File: config.mk
export PLATFORM = sky130hd
export DESIGN_NAME = spi_bus_arbiter_flat
export DESIGN_NICKNAME = d
export VERILOG_FILES = /design/src/rtl/spi_bus_arbiter_if.sv /design/src/rtl/spi_bus_arbiter.sv /design/src/flat_wrapper.sv
export SDC_FILE = /design/constraint.sdc
export NUM_CORES = 1
export LEC_CHECK = 0
export CAP_MARGIN = 10
export CORE_ASPECT_RATIO = 0.75
export CORE_MARGIN = 1
export CORE_UTILIZATION = 57
export CTS_BUF_LIST = sky130_fd_sc_hd__clkbuf_4
export CTS_CLUSTER_DIAMETER = 40
export DETAILED_ROUTE_END_ITERATION = 16
export PLACE_DENSITY = 0.87
export SYNTH_ARGS = -nofsm -noshare
export SYNTH_HDL_FRONTEND = slang
export SYNTH_SLANG_ARGS = --single-unit
File: constraint.sdc
create_clock -name clk -period 2.75 [get_ports clk]
set_input_delay 0.55 -clock clk [delete_from_list [all_inputs] [get_ports clk]]
set_output_delay 0.55 -clock clk [all_outputs]
set_load 0.03 [all_outputs]
File: src/rtl/spi_bus_arbiter_if.sv
`default_nettype none
// ---------------------------------------------------------------------------
// Module   : spi_bus_arbiter_if
// Purpose  : Bundles both SPI master request/pin groups, the flash pins and
//            the arbiter status outputs into one interface.
// Revision : 1.0 - initial release
// ---------------------------------------------------------------------------
interface spi_bus_arbiter_if;
  // 6809-side flash controller
  logic       i_ctrl_req;
  logic       i_ctrl_spi_clk;
  logic       i_ctrl_spi_mosi;
  logic       i_ctrl_spi_cs;
  // FT2232 host programming path
  logic       i_host_cs_n;
  logic       i_host_spi_clk;
  logic       i_host_spi_mosi;
  logic       i_host_spi_cs;
  // Arbiter results and flash pins
  logic       o_ctrl_grant;
  logic       o_host_grant;
  logic       o_SPI_CLK;
  logic       o_SPI_MOSI;
  logic       o_SPI_CS;
  logic       o_cpu_stall;
  logic       o_timeout;
  logic       o_host_conflict;
  logic [1:0] o_owner;

  // Arbiter side
  modport slave (
    input  i_ctrl_req, i_ctrl_spi_clk, i_ctrl_spi_mosi, i_ctrl_spi_cs,
    input  i_host_cs_n, i_host_spi_clk, i_host_spi_mosi, i_host_spi_cs,
    output o_ctrl_grant, o_host_grant, o_SPI_CLK, o_SPI_MOSI, o_SPI_CS,
    output o_cpu_stall, o_timeout, o_host_conflict, o_owner
  );

  // Side that drives the requests and observes the results
  modport master (
    output i_ctrl_req, i_ctrl_spi_clk, i_ctrl_spi_mosi, i_ctrl_spi_cs,
    output i_host_cs_n, i_host_spi_clk, i_host_spi_mosi, i_host_spi_cs,
    input  o_ctrl_grant, o_host_grant, o_SPI_CLK, o_SPI_MOSI, o_SPI_CS,
    input  o_cpu_stall, o_timeout, o_host_conflict, o_owner
  );
endinterface
`default_nettype wire

File: src/rtl/spi_bus_arbiter.sv
`default_nettype none
// ---------------------------------------------------------------------------
// Module   : spi_bus_arbiter
// Purpose  : Owns the single SPI flash bus on behalf of either the 6809 flash
//            controller or the FT2232 host path, with a guard interval
//            (CS high) between owners, a CPU stall/timeout for the controller
//            and a sticky host-conflict flag.
// Revision : 1.0 - initial release
// ---------------------------------------------------------------------------
module spi_bus_arbiter #(
  parameter int SYNC_STAGES   = 2,
  parameter int GUARD_CYCLES  = 4,
  parameter bit HOST_PRIORITY = 1'b1,
  parameter int MAX_WAIT      = 255,
  parameter bit CLK_IDLE      = 1'b0
) (
  input  wire logic          clk,
  input  wire logic          reset,
  spi_bus_arbiter_if.slave   io_bus
);

  // Guard counter only needs to hold GUARD_CYCLES-1 down to 0
  localparam int              GW           = (GUARD_CYCLES > 1) ? $clog2(GUARD_CYCLES) : 1;
  localparam logic [GW-1:0]   c_guard_load = GW'(GUARD_CYCLES - 1);
  localparam logic [7:0]      c_wait_max   = 8'(MAX_WAIT);

  // Encoding doubles as the o_owner status code
  typedef enum logic [1:0] {
    ST_IDLE  = 2'b00,
    ST_CTRL  = 2'b01,
    ST_HOST  = 2'b10,
    ST_GUARD = 2'b11
  } state_t;

  state_t                 r_state;
  logic                   r_ctrl_grant;
  logic                   r_host_grant;
  logic                   r_host_conflict;
  logic [GW-1:0]          r_guard_cnt;
  logic [7:0]             r_wait_cnt;
  logic [SYNC_STAGES-1:0] r_host_sync;

  logic w_host_req;
  logic w_stall;
  logic w_spi_clk;
  logic w_spi_mosi;
  logic w_spi_cs;

  // Synchronize the asynchronous host chip-select; idles high (no request)
  always_ff @(posedge clk) begin
    if (reset) begin
      r_host_sync <= '1;
    end else begin
      r_host_sync <= {r_host_sync[SYNC_STAGES-2:0], io_bus.i_host_cs_n};
    end
  end

  assign w_host_req = ~r_host_sync[SYNC_STAGES-1];

  // Owner state machine with registered grants, guard timer and conflict flag
  always_ff @(posedge clk) begin
    if (reset) begin
      r_state         <= ST_IDLE;
      r_ctrl_grant    <= 1'b0;
      r_host_grant    <= 1'b0;
      r_guard_cnt     <= '0;
      r_host_conflict <= 1'b0;
    end else begin
      // A host request seen while the controller holds the bus is remembered
      if (r_state == ST_CTRL && w_host_req) begin
        r_host_conflict <= 1'b1;
      end
      case (r_state)
        ST_IDLE: begin
          if (w_host_req && (!io_bus.i_ctrl_req || HOST_PRIORITY)) begin
            r_state      <= ST_HOST;
            r_host_grant <= 1'b1;
          end else if (io_bus.i_ctrl_req) begin
            r_state      <= ST_CTRL;
            r_ctrl_grant <= 1'b1;
          end
        end
        ST_CTRL: begin
          // Only release once the controller has also deasserted its CS
          if (!io_bus.i_ctrl_req && io_bus.i_ctrl_spi_cs) begin
            r_state      <= ST_GUARD;
            r_ctrl_grant <= 1'b0;
            r_guard_cnt  <= c_guard_load;
          end
        end
        ST_HOST: begin
          if (!w_host_req) begin
            r_state      <= ST_GUARD;
            r_host_grant <= 1'b0;
            r_guard_cnt  <= c_guard_load;
          end
        end
        default: begin
          if (r_guard_cnt == '0) begin
            r_state <= ST_IDLE;
          end else begin
            r_guard_cnt <= r_guard_cnt - 1'b1;
          end
        end
      endcase
    end
  end

  // Route the owner's pins to the flash; everyone else sees an idle bus
  always_comb begin
    w_spi_clk  = CLK_IDLE;
    w_spi_mosi = 1'b0;
    w_spi_cs   = 1'b1;
    case (r_state)
      ST_CTRL: begin
        w_spi_clk  = io_bus.i_ctrl_spi_clk;
        w_spi_mosi = io_bus.i_ctrl_spi_mosi;
        w_spi_cs   = io_bus.i_ctrl_spi_cs;
      end
      ST_HOST: begin
        w_spi_clk  = io_bus.i_host_spi_clk;
        w_spi_mosi = io_bus.i_host_spi_mosi;
        w_spi_cs   = io_bus.i_host_spi_cs;
      end
      default: ;
    endcase
  end

  // Stall is held off during reset so MRDY is released while the block restarts
  assign w_stall = io_bus.i_ctrl_req & ~r_ctrl_grant & ~reset;

  // Count consecutive stall cycles, saturating so the timeout fires only once
  always_ff @(posedge clk) begin
    if (reset || !w_stall) begin
      r_wait_cnt <= 8'd0;
    end else if (r_wait_cnt != c_wait_max) begin
      r_wait_cnt <= r_wait_cnt + 8'd1;
    end
  end

  assign io_bus.o_ctrl_grant    = r_ctrl_grant;
  assign io_bus.o_host_grant    = r_host_grant;
  assign io_bus.o_SPI_CLK       = w_spi_clk;
  assign io_bus.o_SPI_MOSI      = w_spi_mosi;
  assign io_bus.o_SPI_CS        = w_spi_cs;
  assign io_bus.o_cpu_stall     = w_stall;
  // Fires during the stall cycle in which the counter steps onto MAX_WAIT
  assign io_bus.o_timeout       = w_stall & (r_wait_cnt == (c_wait_max - 8'd1));
  assign io_bus.o_host_conflict = r_host_conflict;
  assign io_bus.o_owner         = r_state;

endmodule
`default_nettype wire

File: src/flat_wrapper.sv
// flat-port wrapper written by rule: the top's interface ports become plain ports
module spi_bus_arbiter_flat 
#(
  parameter int SYNC_STAGES   = 2,
  parameter int GUARD_CYCLES  = 4,
  parameter bit HOST_PRIORITY = 1'b1,
  parameter int MAX_WAIT      = 255,
  parameter bit CLK_IDLE      = 1'b0
)
  (clk, reset, io_bus_i_ctrl_req, io_bus_i_ctrl_spi_clk, io_bus_i_ctrl_spi_mosi, io_bus_i_ctrl_spi_cs, io_bus_i_host_cs_n, io_bus_i_host_spi_clk, io_bus_i_host_spi_mosi, io_bus_i_host_spi_cs, io_bus_o_ctrl_grant, io_bus_o_host_grant, io_bus_o_SPI_CLK, io_bus_o_SPI_MOSI, io_bus_o_SPI_CS, io_bus_o_cpu_stall, io_bus_o_timeout, io_bus_o_host_conflict, io_bus_o_owner);
  spi_bus_arbiter_if io_bus_i ();
  input  wire logic clk;
  input  wire logic reset;
  input wire logic [$bits(io_bus_i.i_ctrl_req)-1:0] io_bus_i_ctrl_req;
  input wire logic [$bits(io_bus_i.i_ctrl_spi_clk)-1:0] io_bus_i_ctrl_spi_clk;
  input wire logic [$bits(io_bus_i.i_ctrl_spi_mosi)-1:0] io_bus_i_ctrl_spi_mosi;
  input wire logic [$bits(io_bus_i.i_ctrl_spi_cs)-1:0] io_bus_i_ctrl_spi_cs;
  input wire logic [$bits(io_bus_i.i_host_cs_n)-1:0] io_bus_i_host_cs_n;
  input wire logic [$bits(io_bus_i.i_host_spi_clk)-1:0] io_bus_i_host_spi_clk;
  input wire logic [$bits(io_bus_i.i_host_spi_mosi)-1:0] io_bus_i_host_spi_mosi;
  input wire logic [$bits(io_bus_i.i_host_spi_cs)-1:0] io_bus_i_host_spi_cs;
  output wire logic [$bits(io_bus_i.o_ctrl_grant)-1:0] io_bus_o_ctrl_grant;
  output wire logic [$bits(io_bus_i.o_host_grant)-1:0] io_bus_o_host_grant;
  output wire logic [$bits(io_bus_i.o_SPI_CLK)-1:0] io_bus_o_SPI_CLK;
  output wire logic [$bits(io_bus_i.o_SPI_MOSI)-1:0] io_bus_o_SPI_MOSI;
  output wire logic [$bits(io_bus_i.o_SPI_CS)-1:0] io_bus_o_SPI_CS;
  output wire logic [$bits(io_bus_i.o_cpu_stall)-1:0] io_bus_o_cpu_stall;
  output wire logic [$bits(io_bus_i.o_timeout)-1:0] io_bus_o_timeout;
  output wire logic [$bits(io_bus_i.o_host_conflict)-1:0] io_bus_o_host_conflict;
  output wire logic [$bits(io_bus_i.o_owner)-1:0] io_bus_o_owner;
  assign io_bus_i.i_ctrl_req = io_bus_i_ctrl_req;
  assign io_bus_i.i_ctrl_spi_clk = io_bus_i_ctrl_spi_clk;
  assign io_bus_i.i_ctrl_spi_mosi = io_bus_i_ctrl_spi_mosi;
  assign io_bus_i.i_ctrl_spi_cs = io_bus_i_ctrl_spi_cs;
  assign io_bus_i.i_host_cs_n = io_bus_i_host_cs_n;
  assign io_bus_i.i_host_spi_clk = io_bus_i_host_spi_clk;
  assign io_bus_i.i_host_spi_mosi = io_bus_i_host_spi_mosi;
  assign io_bus_i.i_host_spi_cs = io_bus_i_host_spi_cs;
  assign io_bus_o_ctrl_grant = io_bus_i.o_ctrl_grant;
  assign io_bus_o_host_grant = io_bus_i.o_host_grant;
  assign io_bus_o_SPI_CLK = io_bus_i.o_SPI_CLK;
  assign io_bus_o_SPI_MOSI = io_bus_i.o_SPI_MOSI;
  assign io_bus_o_SPI_CS = io_bus_i.o_SPI_CS;
  assign io_bus_o_cpu_stall = io_bus_i.o_cpu_stall;
  assign io_bus_o_timeout = io_bus_i.o_timeout;
  assign io_bus_o_host_conflict = io_bus_i.o_host_conflict;
  assign io_bus_o_owner = io_bus_i.o_owner;
  spi_bus_arbiter #(.SYNC_STAGES(SYNC_STAGES), .GUARD_CYCLES(GUARD_CYCLES), .HOST_PRIORITY(HOST_PRIORITY), .MAX_WAIT(MAX_WAIT), .CLK_IDLE(CLK_IDLE)) u_core (.clk(clk), .reset(reset), .io_bus(io_bus_i));
endmodule
* Yosys cells after proc, flatten, opt, wreduce, memory -nomap -nowiden
Index checks and enable logic that the tools add are counted.
** Word-level totals
- Register bits :: 17
- Input bits :: 10
- Output and inout bits :: 10
- Word-level logic and storage cells :: 59
** Operators by class
- $add $sub $neg :: 2
- Equal/unequal tests :: 11
- Mux-type cells :: 18
- Bitwise operators :: 7
- Reductions and logical operators :: 14
** Operator list (number)
- $mux W2 :: 6
- $pmux W2 S3 :: 2
- $reduce_and A4 Y1 :: 3
- $pmux W1 S2 :: 5
- $add A8 B1 Y8 const B :: 1
- $eq A8 B8 Y1 const B :: 1
- $ne A8 B8 Y1 const B :: 1
- $ne A2 B2 Y1 const B :: 3
- $mux W1 :: 5
- $logic_not A2 Y1 :: 2
- $ne A2 B1 Y1 const B :: 2
- $not A1 Y1 :: 4
- $reduce_bool A2 Y1 :: 2
- $reduce_bool A4 Y1 :: 1
- $and A1 B1 Y1 :: 3
- $ne A3 B2 Y1 const B :: 1
- $ne A3 B3 Y1 const B :: 1
- $reduce_and A3 Y1 :: 1
- $eq A2 B1 Y1 const B :: 1
- $eq A2 B2 Y1 const B :: 1
- $logic_and A1 B1 Y1 :: 2
- $logic_not A1 Y1 :: 2
- $sub A2 B1 Y2 const B :: 1
- $logic_or A1 B1 Y1 :: 1

* Logic depth before layout (Yosys ltp)
Gate-level depths: netlist of the first run.
- Depth after elaboration :: 5
- Depth in mapped cells :: 6
- Depth with buffers taken out :: 5

* Worst setup path before layout of the first run
Ideal clock, no wire load.
- Path kind :: input-to-output
- Start :: in reset
- End :: out io_bus_o_timeout
- Arrival :: 1.759 ns
- Required time :: 2.200 ns
- Setup slack :: 0.441 ns
- Cell stages on the path :: 3
- Buffers on the path :: 1
- Cells stage by stage :: or3b_1 > clkbuf_1 > nor3_1
** Between the ends
- Longest elaborated chain between the ends :: 3
** RTL lines
- start, declared :: line flat_wrapper.sv:13 : input wire logic reset;
- $not A1 Y1 :: line spi_bus_arbiter.sv:130 : assign w_stall = io_bus.i_ctrl_req & ~r_ctrl_grant & ~reset;
- $and A1 B1 Y1 :: line spi_bus_arbiter.sv:130
- $and A1 B1 Y1 :: line spi_bus_arbiter.sv:148 : assign io_bus.o_timeout = w_stall & (r_wait_cnt == (c_wait_max - 8'd1));
- end, declared :: line flat_wrapper.sv:28 : output wire logic [$bits(io_bus_i.o_timeout)-1:0] io_bus_o_timeout;
Every way passes these cells.

* Final worst setup path of the first run
- Start :: reg u_core.r_state[0], in the netlist u_core.io_bus.o_owner[0]
- End :: out io_bus_o_SPI_CS
** Between the ends
- Longest elaborated chain between the ends :: 2
- Elaborated cells on any way between the ends :: 3
- Classes of those cells :: 2 x eq/ne; 1 x mux
** RTL lines
- start, declared :: line spi_bus_arbiter.sv:35 : state_t r_state;
- start signal, assigned :: line spi_bus_arbiter.sv:63 : r_state <= ST_IDLE;
- start signal, assigned :: line spi_bus_arbiter.sv:76 : r_state <= ST_HOST;
- start signal, assigned :: line spi_bus_arbiter.sv:79 : r_state <= ST_CTRL;
- $eq A2 B2 Y1 / $eq A2 B1 Y1 (equally long branches) :: line spi_bus_arbiter.sv:114 : case (r_state)
- $pmux W1 S2 (*) :: line spi_bus_arbiter.sv:114
- end, declared :: line flat_wrapper.sv:26 : output wire logic [$bits(io_bus_i.o_SPI_CS)-1:0] io_bus_o_SPI_CS;
Mark *: on every way between the ends. The rest lies on a longest branch, timed or not.

==> summary.md, run 1 <==
| Metric | Value |
|---|---|
| Initial antenna violation count | 0 |
| Vias per cell | 6.05 |
| Share of the synthesized area in the top cell type | 33.1% |
| Final setup vio count | 0 |
| Hold Crit Class | flop to flop |
| Final ANT Viol Nets | 0 |
| Maximum number of pins on one net before global-route repair | 13 |
| Hold_buf cts | 0 |
| Longest Clk Path Bufs | 2 |
| Diodes inserted | 0 |
| WP data arrival | 2060 ps |
| Vias in the first global route | 828 |
| Critical path endpoint category | output pin |
| Final GP Congestion | 0.834 |
| Reg2reg end | u_core.io_bus.o_owner[0] |
| Routed wire per std cell | 14.6 um |
| R2R Setup Slk | 730 ps |
| Delay-heaviest family, CP | buffers and inverters |
| Normalized max-slew margin | 69.4% |
| Worst path depth | 4 |
| Flop and latch count out of synthesis | 17 |
| Post-Syn Nets | 139 |
| Fin cells | 161 |
| I/O Buffers | 19 |
| Sequential area share after synthesis | 33.1% |
| Share of cells above drive strength 1 | 8.57% |
| Unique masters post-synth | 37 |
| GR Overflow Total | 0 |
| Mean Syn Cell Area | 8.63 sq um |
| Max Clock Skew | 6.89 ps |
| Drc violations | 0 |
| Worst slew pin tran | 458 ps |
| DR iter-0 viols | 27 |
| Setup_tns | 0 ps |
| Worst reg2reg path depth | 5 |
| Chip width | 51.0 um |
| Synth warn | 0 |
| Status | finished clean |
| Skew-Pair Late Insertion Delay | 290 ps |
| Worst Path Buf+Inv | 2 |
| Slowest CP cell | clkdlybuf4s50_1 |
| CTS H-Tree Depth | 1 |
| Dominant synthesized flop cell | dfxtp_1 |
| Global-route wire length before repair | 3650 um |
| RSZ-0062 raised after global routing | no |
| GRT Total Usage | 26.4% |
| Critical-path cell list | inv_1 > ha_1 > nand2_1 > clkdlybuf4s50_1 |
| Worst EP required | 2200 ps |
| Num ports | 20 |
| Fmax | 0.382 GHz |
| Top cells by area, synth | dfxtp_1 33%, ha_1 12%, a21oi_1 4.4% |
| Placed Instances | 157 |
| Startpoint class of the critical path | flop |
| Fin crit period | 2610 ps |
| WS Path Type | flop to output pin |
| Hpwl dp | 1770 um |
| Final Slew Violations | 0 |
| Asr flop ratio synth | 0% |
| Post-Syn Area | 0.00103 sq mm |
| Crit path to | io_bus_o_SPI_CS |
| Die Y-Extent | 38.8 um |
| Final Util | 80.2% |
| Synth area leader | dfxtp_1 |
| CP max stage delay | 660 ps |
| DR pass1 iterations | 4 |
| MaxCap Viol Count | 0 |
| Peak supply drop | 0.974 mV |
| Area Growth Syn to Fin | 23.0% |
| PwrDens | 883 mW/mm^2 |
| Root Buffer | clkbuf_4 |
| Die area | 0.00198 sq mm |
| Period utilization | 95.1% |
| Vias | 974 |
| CTS buffer count | 3 |
| Initial Utilization | 65.2% |
| Core Region | 0.00158 sq mm |
| Core Rows | 12 |
| Clock transition at path regs | 90 ps |
| Worst r2r src | u_core.io_bus.o_owner[0] |
| TritonCTS clock tree | done |
| Pleak | 0.000508 uW |
| DRT Wirelength | 2360 um |
| Most common cell in the synthesized netlist | dfxtp_1 |
| CP Max Fanout | 7 |
| Post-synth EDFFs | 0 |
| Worst Setup SP | u_core.io_bus.o_owner[0] |
| Final hold violation count | 0 |
| NumNets Final | 161 |
| Total clock sinks | 17 |
| Commonest cells in the synthesized netlist | 17 x dfxtp_1, 10 x ha_1, 9 x a21oi_1, 9 x inv_1, 6 x nor2_1 |
| Syn Inst Count | 119 |
[state kept, by name, indices dropped and copies added (netlist names)]
register / count
u_core.io_bus.o_ctrl_grant: 1
u_core.io_bus.o_host_conflict: 1
u_core.io_bus.o_host_grant: 1
u_core.io_bus.o_owner: 2
u_core.r_guard_cnt: 2
u_core.r_host_sync: 2
u_core.r_wait_cnt: 8
[per-stage QoR]
stage                     hold WS, ps  cell area (sq um)  power (uW)  setup WS (ps)
after global routing              435               1260        1190           30.6
after CTS                         425               1260        1110           8.22
after detailed placement          402               1230         971            248
after global placement            392               1230         954            266
final                             429               1260        1120            135
after floorplan                   389               1030         779            441
[routing by layer]
layer  part of all wire (%)  global-route usage [%]  vias up
li1                       -                       -      482
met1                     49                    32.9      453
met2                     44                    44.7       34
met3                    6.2                    7.06        5
met4                   0.85                    8.33        0
met5                      0                       0        -
[timing repair]
action                                  4_1_cts  5_1_grt
buffers inserted                              0        0
cloned                                        0        0
gates resized for setup                       1        2
endpoints found under the setup margin        1        2
[logic make-up (layout without fill, tap and decap cells)]
group / count (synthesis) / count (layout) / synth area share [%]
adder cells (fa/ha/maj): 10 / 10 / 12.2
AO/OA/AOI/OAI: 29 / 29 / 18.8
buffers and inverters: 12 / 33 / 4.75
flip-flops: 17 / 17 / 33.1
AND/OR/NAND/NOR: 48 / 48 / 28.0
multiplexers: 3 / 3 / 3.17
[worst min path at each step]
stage	depth (start not counted)	slack, ps	end	from
after floorplan	1	390	u_core.r_host_sync[1]	u_core.r_host_sync[0]
after global placement	1	390	u_core.r_host_sync[1]	u_core.r_host_sync[0]
after detailed placement	1	400	u_core.r_host_sync[1]	u_core.r_host_sync[0]
after CTS	1	430	u_core.r_host_sync[1]	u_core.r_host_sync[0]
after global routing	1	430	u_core.r_host_sync[1]	u_core.r_host_sync[0]
final	1	430	u_core.r_host_sync[1]	u_core.r_host_sync[0]
[power breakdown]
part / leakage, uW / total (uW) / internal, uW / switching [uW]
sequential: 0.000139 / 338 / 292 / 46.0
combinational: 0.000350 / 633 / 282 / 351
clock: 0.0000184 / 144 / 66.3 / 77.8
[cell type report]
class,instances,area [sq um]
Fill cell,110,313
Sequential cell,17,342
Tap cell,21,26.3
Multi-Input combinational cell,90,638
Inverter,9,33.8
Timing Repair Buffer,20,194
Clock buffer,4,30.0
[layout by cell type, fill, tap and decap left out, types with 4 or more instances in the layout]
cell             Yosys  layout
clkbuf_4             0       4
nor2_1               6       6
nand2_1              5       5
a31oi_1              5       5
nand3_1              4       4
a21oi_1              9       9
ha_1                10      10
clkdlybuf4s50_1      0      15
inv_1                9       9
o21ai_0              5       5
dfxtp_1             17      16
nor3_1               5       5
nor2b_1              4       4
Note: power is estimated with default switching activity, not from simulation.
==> inputs of run 2 (changes only) <==
Settings changed: CORE_ASPECT_RATIO 0.75 to default, CORE_MARGIN 1 to default.
==> summary.md, run 2 (same netlist as run 1, synthesis figures left out) <==
| Metric | Value |
|---|---|
| CTS H-Tree Depth | 1 (unchanged) |
| Core Region | 0.00159 sq mm (was 0.00158 sq mm) |
| Period utilization | 95.6% (was 95.1%) |
| Longest Clk Path Bufs | 2 (unchanged) |
| Root Buffer | clkbuf_4 (unchanged) |
| Final Slew Violations | 0 (unchanged) |
| R2R Setup Slk | 690 ps (was 730 ps) |
| DRT Wirelength | 2270 um (was 2360 um) |
| WHS | 419 ps (was 429 ps) |
| Die Y-Extent | 44.5 um (was 38.8 um) |
| Pleak | 0.000494 uW (was 0.000508 uW) |
| Vias | 972 (was 974) |
| Drc violations | 0 (unchanged) |
| RSZ-0062 raised after global routing | no (unchanged) |
| CP Max Fanout | 7 (unchanged) |
| Final GP Congestion | 0.889 (was 0.834) |
| Clock transition at path regs | 90 ps (about the same) |
| Post-CTS setup repair buffer count | 0 (unchanged) |
| PwrDens | 876 mW/mm^2 (was 883 mW/mm^2) |
| Critical-path cell list | inv_1 > ha_1 > nand2_1 > clkdlybuf4s50_1 (unchanged) |
| Critical path endpoint category | output pin (unchanged) |
| Initial Utilization | 64.4% (was 65.2%) |
| Worst reg2reg path depth | 5 (unchanged) |
| Reg2reg end | u_core.io_bus.o_owner[0] (unchanged) |
| Final hold violation count | 0 (unchanged) |
| Max FFs per register | 8 (unchanged) |
| DR pass1 iterations | 5 (was 4) |
| Area of the multi-input gates | 638 sq um (unchanged) |
| Top reg by flops | u_core.r_wait_cnt (unchanged) |
| NumNets Final | 161 (unchanged) |
| Worst EP required | 2200 ps (about the same) |
| Hold Crit Class | flop to flop (unchanged) |
| Register area | 342 sq um (unchanged) |
| CP max stage delay | 670 ps (was 660 ps) |
| Crit path to | io_bus_o_SPI_CS (unchanged) |
| Worst Setup SP | u_core.io_bus.o_owner[0] (unchanged) |
| CTS buffer count | 3 (unchanged) |
| Normalized max-slew margin | 67.6% (was 69.4%) |
| Core Rows | 14 (was 12) |
| Vias in the first global route | 875 (was 828) |
| Startpoint class of the critical path | flop (unchanged) |
| Skew-Pair Late Insertion Delay | 290 ps (about the same) |
| Area Growth Syn to Fin | 23.0% (unchanged) |
| Routed wire per std cell | 13.8 um (was 14.6 um) |
| Worst slew pin tran | 485 ps (was 458 ps) |
| Chip width | 44.5 um (was 51.0 um) |
| WP data arrival | 2080 ps (was 2060 ps) |
| I/O Buffers | 19 (unchanged) |
| Most frequent cells in the layout | 16 x dfxtp_1, 15 x clkdlybuf4s50_1, 10 x ha_1, 9 x inv_1, 9 x a21oi_1 (unchanged) |
| Fmax | 0.381 GHz (was 0.382 GHz) |
| Diodes inserted | 0 (unchanged) |
| TritonCTS clock tree | done (unchanged) |
| DR iter-0 viols | 26 (was 27) |
| Vias per cell | 5.93 (was 6.05) |
| Post-cts sizing count | 2 (was 1) |
| Total clock sinks | 17 (unchanged) |
| WS Path Type | flop to output pin (unchanged) |
| Share of cells above drive strength 1 | 8.57% (unchanged) |
| Global-route wire length before repair | 3800 um (was 3650 um) |
| Num ports | 20 (unchanged) |
| Hpwl dp | 1690 um (was 1770 um) |
| # fillers | 115 (was 110) |
| Maximum number of pins on one net before global-route repair | 13 (unchanged) |
| GRT Total Usage | 26.1% (was 26.4%) |
| GR Overflow Total | 0 (unchanged) |
| Hold_buf cts | 0 (unchanged) |
| Fin crit period | 2630 ps (was 2610 ps) |
| Setup_tns | 0 ps (unchanged) |
| Final setup vio count | 0 (unchanged) |
| Final ANT Viol Nets | 0 (unchanged) |
| Max Clock Skew | 2.21 ps (was 6.89 ps) |
| Status | finished clean (unchanged) |
| Worst r2r src | u_core.io_bus.o_owner[0] (unchanged) |
| MaxCap Viol Count | 0 (unchanged) |
| Initial antenna violation count | 0 (unchanged) |
| Slowest CP cell | clkdlybuf4s50_1 (unchanged) |
| Peak supply drop | 0.694 mV (was 0.974 mV) |
| Most common cell after layout, fill and taps aside | dfxtp_1 (unchanged) |
| Die area | 0.00198 sq mm (about the same) |
[run 2: changes by cell type in the layout (fill, tap and decap cells not counted)]
cell / previous run / this run
dlymetal6s2s_1: 1 / 0
dlygate4sd2_1: 1 / 2
[run 2: cell type report]
class | instances | area share, %
Inverter | 9 | 2.67
Clock buffer | 4 | 2.38
Timing Repair Buffer | 20 | 15.0
Sequential cell | 17 | 27.0
Multi-Input combinational cell | 90 | 50.5
Tap cell | 24 | 2.38
[run 2: worst max-delay path, delay by kind of cell (launching register included)]
| family | cells | cell delay, ps |
|---|---|---|
| fa+ha+maj | 1 | 420 |
| buf+inv | 2 | 830 |
| simple gates | 1 | 90 |
| flops | 1 | 460 |
[run 2: metrics by stage]
stage / utilization [%] / area, sq um / power (uW) / std cells / setup slack (ps)
floorplan: - / 1030 / 779 / 119 / 441
global placement: 77.5 / 1230 / 951 / 160 / 254
detailed placement: 77.5 / 1230 / 969 / 160 / 238
CTS: 79.2 / 1260 / 1110 / 164 / 61.2
global route: 79.3 / 1260 / 1190 / 164 / 18.9
finish: 79.3 / 1260 / 1110 / 164 / 122
[run 2: worst min path at each step]
stage | startpoint | endpoint | slack [ps] | cells past startpoint
2_1_floorplan | u_core.r_host_sync[0] | u_core.r_host_sync[1] | 390 | 1
3_3_place_gp | u_core.r_host_sync[0] | u_core.r_host_sync[1] | 390 | 1
3_5_place_dp | u_core.r_host_sync[0] | u_core.r_host_sync[1] | 400 | 1
4_1_cts | u_core.r_host_sync[0] | u_core.r_host_sync[1] | 420 | 1
5_1_grt | u_core.r_host_sync[0] | u_core.r_host_sync[1] | 460 | 1
6_report | u_core.r_host_sync[0] | u_core.r_host_sync[1] | 420 | 1
[run 2: metal layers]
layer	GRT usage [%]	routed length, um	vias up
li1	-	-	481
met4	10.3	35	0
met5	0	0	-
met2	39.1	1020	45
met1	36.3	1070	440
met3	6.12	140	6
[run 2: report_power, final]
group          internal, uW  leakage (uW)  switching [uW]
Clock                  66.3     0.0000184            75.5
Sequential              292      0.000139            45.7
Combinational           280      0.000337             348
==> inputs of run 3 (changes only) <==
--- a/config.mk
+++ b/config.mk
@@ -8,3 +8,5 @@
 export CAP_MARGIN = 10
-export CORE_UTILIZATION = 57
+export CELL_PAD_IN_SITES_DETAIL_PLACEMENT = 1
+export CELL_PAD_IN_SITES_GLOBAL_PLACEMENT = 1
+export CORE_UTILIZATION = 42
 export CTS_BUF_LIST = sky130_fd_sc_hd__clkbuf_4
@@ -12,3 +14,3 @@
 export DETAILED_ROUTE_END_ITERATION = 16
-export PLACE_DENSITY = 0.87
+export PLACE_DENSITY_LB_ADDON = 0.1
 export SYNTH_ARGS = -nofsm -noshare
==> constraint.sdc (replaced) <==
create_clock -name clk -period 2.75 [get_ports clk]
set_input_delay 0.825 -clock clk [delete_from_list [all_inputs] [get_ports clk]]
set_output_delay 0.825 -clock clk [all_outputs]
set_load 0.03 [all_outputs]
==> summary.md, run 3 (same netlist as run 1, synthesis figures left out) <==
| Metric | Value |
|---|---|
| Status | finished clean (unchanged) |
| Most frequent cells in the layout | 17 x dfxtp_1, 12 x clkdlybuf4s50_1, 10 x ha_1 (was 16 x dfxtp_1, 15 x clkdlybuf4s50_1, 10 x ha_1, 9 x inv_1, 9 x a21oi_1) |
| Cell depth of the worst min-delay path | 1 (unchanged) |
| Diodes inserted | 0 (unchanged) |
| Worst r2r src | u_core.io_bus.o_owner[0] (unchanged) |
| Clock transition at path regs | 100 ps (was 90 ps) |
| DR pass1 iterations | 4 (was 5) |
| Num ports | 20 (unchanged) |
| DRT Wirelength | 2650 um (was 2270 um) |
| Fin cells | 171 (was 164) |
| Initial antenna violation count | 0 (unchanged) |
| RSZ-0062 raised after global routing | no (unchanged) |
| Global-route wire length before repair | 4430 um (was 3800 um) |
| MaxCap Viol Count | 0 (unchanged) |
| Most common cell after layout, fill and taps aside | dfxtp_1 (unchanged) |
| Maximum number of pins on one net before global-route repair | 13 (unchanged) |
| Share of cells above drive strength 1 | 13.3% (was 8.57%) |
| Max Clock Skew | 3.33 ps (was 2.21 ps) |
| Area of the multi-input gates | 646 sq um (was 638 sq um) |
| PwrDens | 878 mW/mm^2 (was 876 mW/mm^2) |
| CTS H-Tree Depth | 1 (unchanged) |
| Final setup vio count | 0 (unchanged) |
| Final worst slack | 139 ps (was 122 ps) |
| Die Y-Extent | 51.5 um (was 44.5 um) |
| Worst EP required | 1930 ps (was 2200 ps) |
| Vias in the first global route | 963 (was 875) |
| Normalized max-slew margin | 71.7% (was 67.6%) |
| Top reg by flops | u_core.r_wait_cnt (unchanged) |
| Chip width | 51.5 um (was 44.5 um) |
| Hpwl dp | 2060 um (was 1690 um) |
| Startpoint class of the critical path | input port (was flop) |
| Die area | 0.00265 sq mm (was 0.00198 sq mm) |
| Worst hold path startpoint | u_core.r_host_sync[0] (unchanged) |
| # fillers | 271 (was 115) |
| Fin crit period | 2610 ps (was 2630 ps) |
| Area Growth Syn to Fin | 25.6% (was 23.0%) |
| Vias per cell | 5.85 (was 5.93) |
| Final hold violation count | 0 (unchanged) |
| Setup_tns | 0 ps (unchanged) |
| R2R Setup Slk | 730 ps (was 690 ps) |
| NumNets Final | 164 (was 161) |
| Pwr Total | 1130 uW (was 1110 uW) |
| Root Buffer | clkbuf_4 (unchanged) |
| Skew-Pair Late Insertion Delay | 290 ps (about the same) |
| Period utilization | 94.9% (was 95.6%) |
| GRT Total Usage | 22.2% (was 26.1%) |
| Critical path endpoint category | output pin (unchanged) |
| Post-CTS setup repair buffer count | 0 (unchanged) |
| Reg2reg end | u_core.io_bus.o_owner[0] (unchanged) |
| Core Region | 0.00225 sq mm (was 0.00159 sq mm) |
| Fmax | 0.383 GHz (was 0.381 GHz) |
| Hold_buf cts | 0 (unchanged) |
| Placed Instances | 167 (was 160) |
| Peak supply drop | 0.558 mV (was 0.694 mV) |
| Final ANT Viol Nets | 0 (unchanged) |
| CP Max Fanout | 3 (was 7) |
| Final GP Congestion | 0.807 (was 0.889) |
| DR iter-0 viols | 7 (was 26) |
| TritonCTS clock tree | done (unchanged) |
| Routed wire per std cell | 15.5 um (was 13.8 um) |
| WP data arrival | 1790 ps (was 2080 ps) |
| Drc violations | 0 (unchanged) |
| GR Overflow Total | 0 (unchanged) |
| Post-Place Setup Slack | -169 ps (was 238 ps) |
| WS Path Type | input port to output pin (was flop to output pin) |
| Initial Utilization | 45.6% (was 64.4%) |
| Max FFs per register | 8 (unchanged) |
| Final Slew Violations | 0 (unchanged) |
| Register area | 340 sq um (was 342 sq um) |
| Pleak | 0.000507 uW (was 0.000494 uW) |
| Hold Crit Class | flop to flop (unchanged) |
| WHS Endpoint | u_core.r_host_sync[1] (unchanged) |
| I/O Buffers | 19 (unchanged) |
| Longest Clk Path Bufs | 2 (unchanged) |
| Core Rows | 17 (was 14) |
| Total clock sinks | 17 (unchanged) |
| CTS buffer count | 3 (unchanged) |
| Vias | 1001 (was 972) |
| Worst reg2reg path depth | 5 (unchanged) |
| Worst slew pin tran | 424 ps (was 485 ps) |
==> run 3: how the worst max path moves through the flow <==
stage	to	depth (start not counted)	from	slack, ps
floorplan	io_bus_o_timeout	3	reset	130
global placement	io_bus_o_timeout	4	io_bus_i_ctrl_req	-170
detailed placement	io_bus_o_timeout	4	io_bus_i_ctrl_req	-170
CTS	io_bus_o_timeout	4	reset	130
global route	io_bus_o_SPI_CLK	4	u_core.io_bus.o_owner[1]	70
finish	io_bus_o_timeout	4	reset	140
==> run 3: area by class of cell <==
class | instances | area share, %
flip-flops and latches | 17 | 26.4
repair buffers | 23 | 15.9
inverters | 9 | 2.62
multi-input cells | 90 | 50.0
well taps | 28 | 2.72
clock buffers | 4 | 2.33
==> run 3: routing by layer <==
metal | track usage, % | up-vias | routed length (um)
met2 | 36.6 | 17 | 1280
met3 | 5.95 | 2 | 108
met4 | 5.41 | 0 | 14
met1 | 28.5 | 495 | 1240
met5 | 0 | - | 0
li1 | - | 487 | -
==> run 3: metrics by stage <==
stage	utilization, %	cell area [sq um]	hold slack, ps
final	57.2	1290	421
after global routing	57.2	1290	438
after CTS	57.2	1290	425
after detailed placement	55.9	1260	398
after global placement	55.9	1260	400
after floorplan	-	1030	389
==> run 3: worst max-delay path: stages <==
cell and delay, ps:
dlygate4sd2_1 250, or3b_4 420, nor3_2 110, buf_4 180
==> run 3: where the power goes <==
| group | internal [uW] | switching [uW] | total, uW | leakage (uW) |
|---|---|---|---|---|
| Sequential | 291 | 44.5 | 335 | 0.000139 |
| Combinational | 285 | 365 | 651 | 0.000350 |
| Clock | 66.3 | 80.0 | 146 | 0.0000184 |
==> run 3: timing repair <==
action,4_1_cts,5_1_grt
setup endpoints to repair,2,0
resized for setup,3,0
endpoints found under the hold margin,0,0
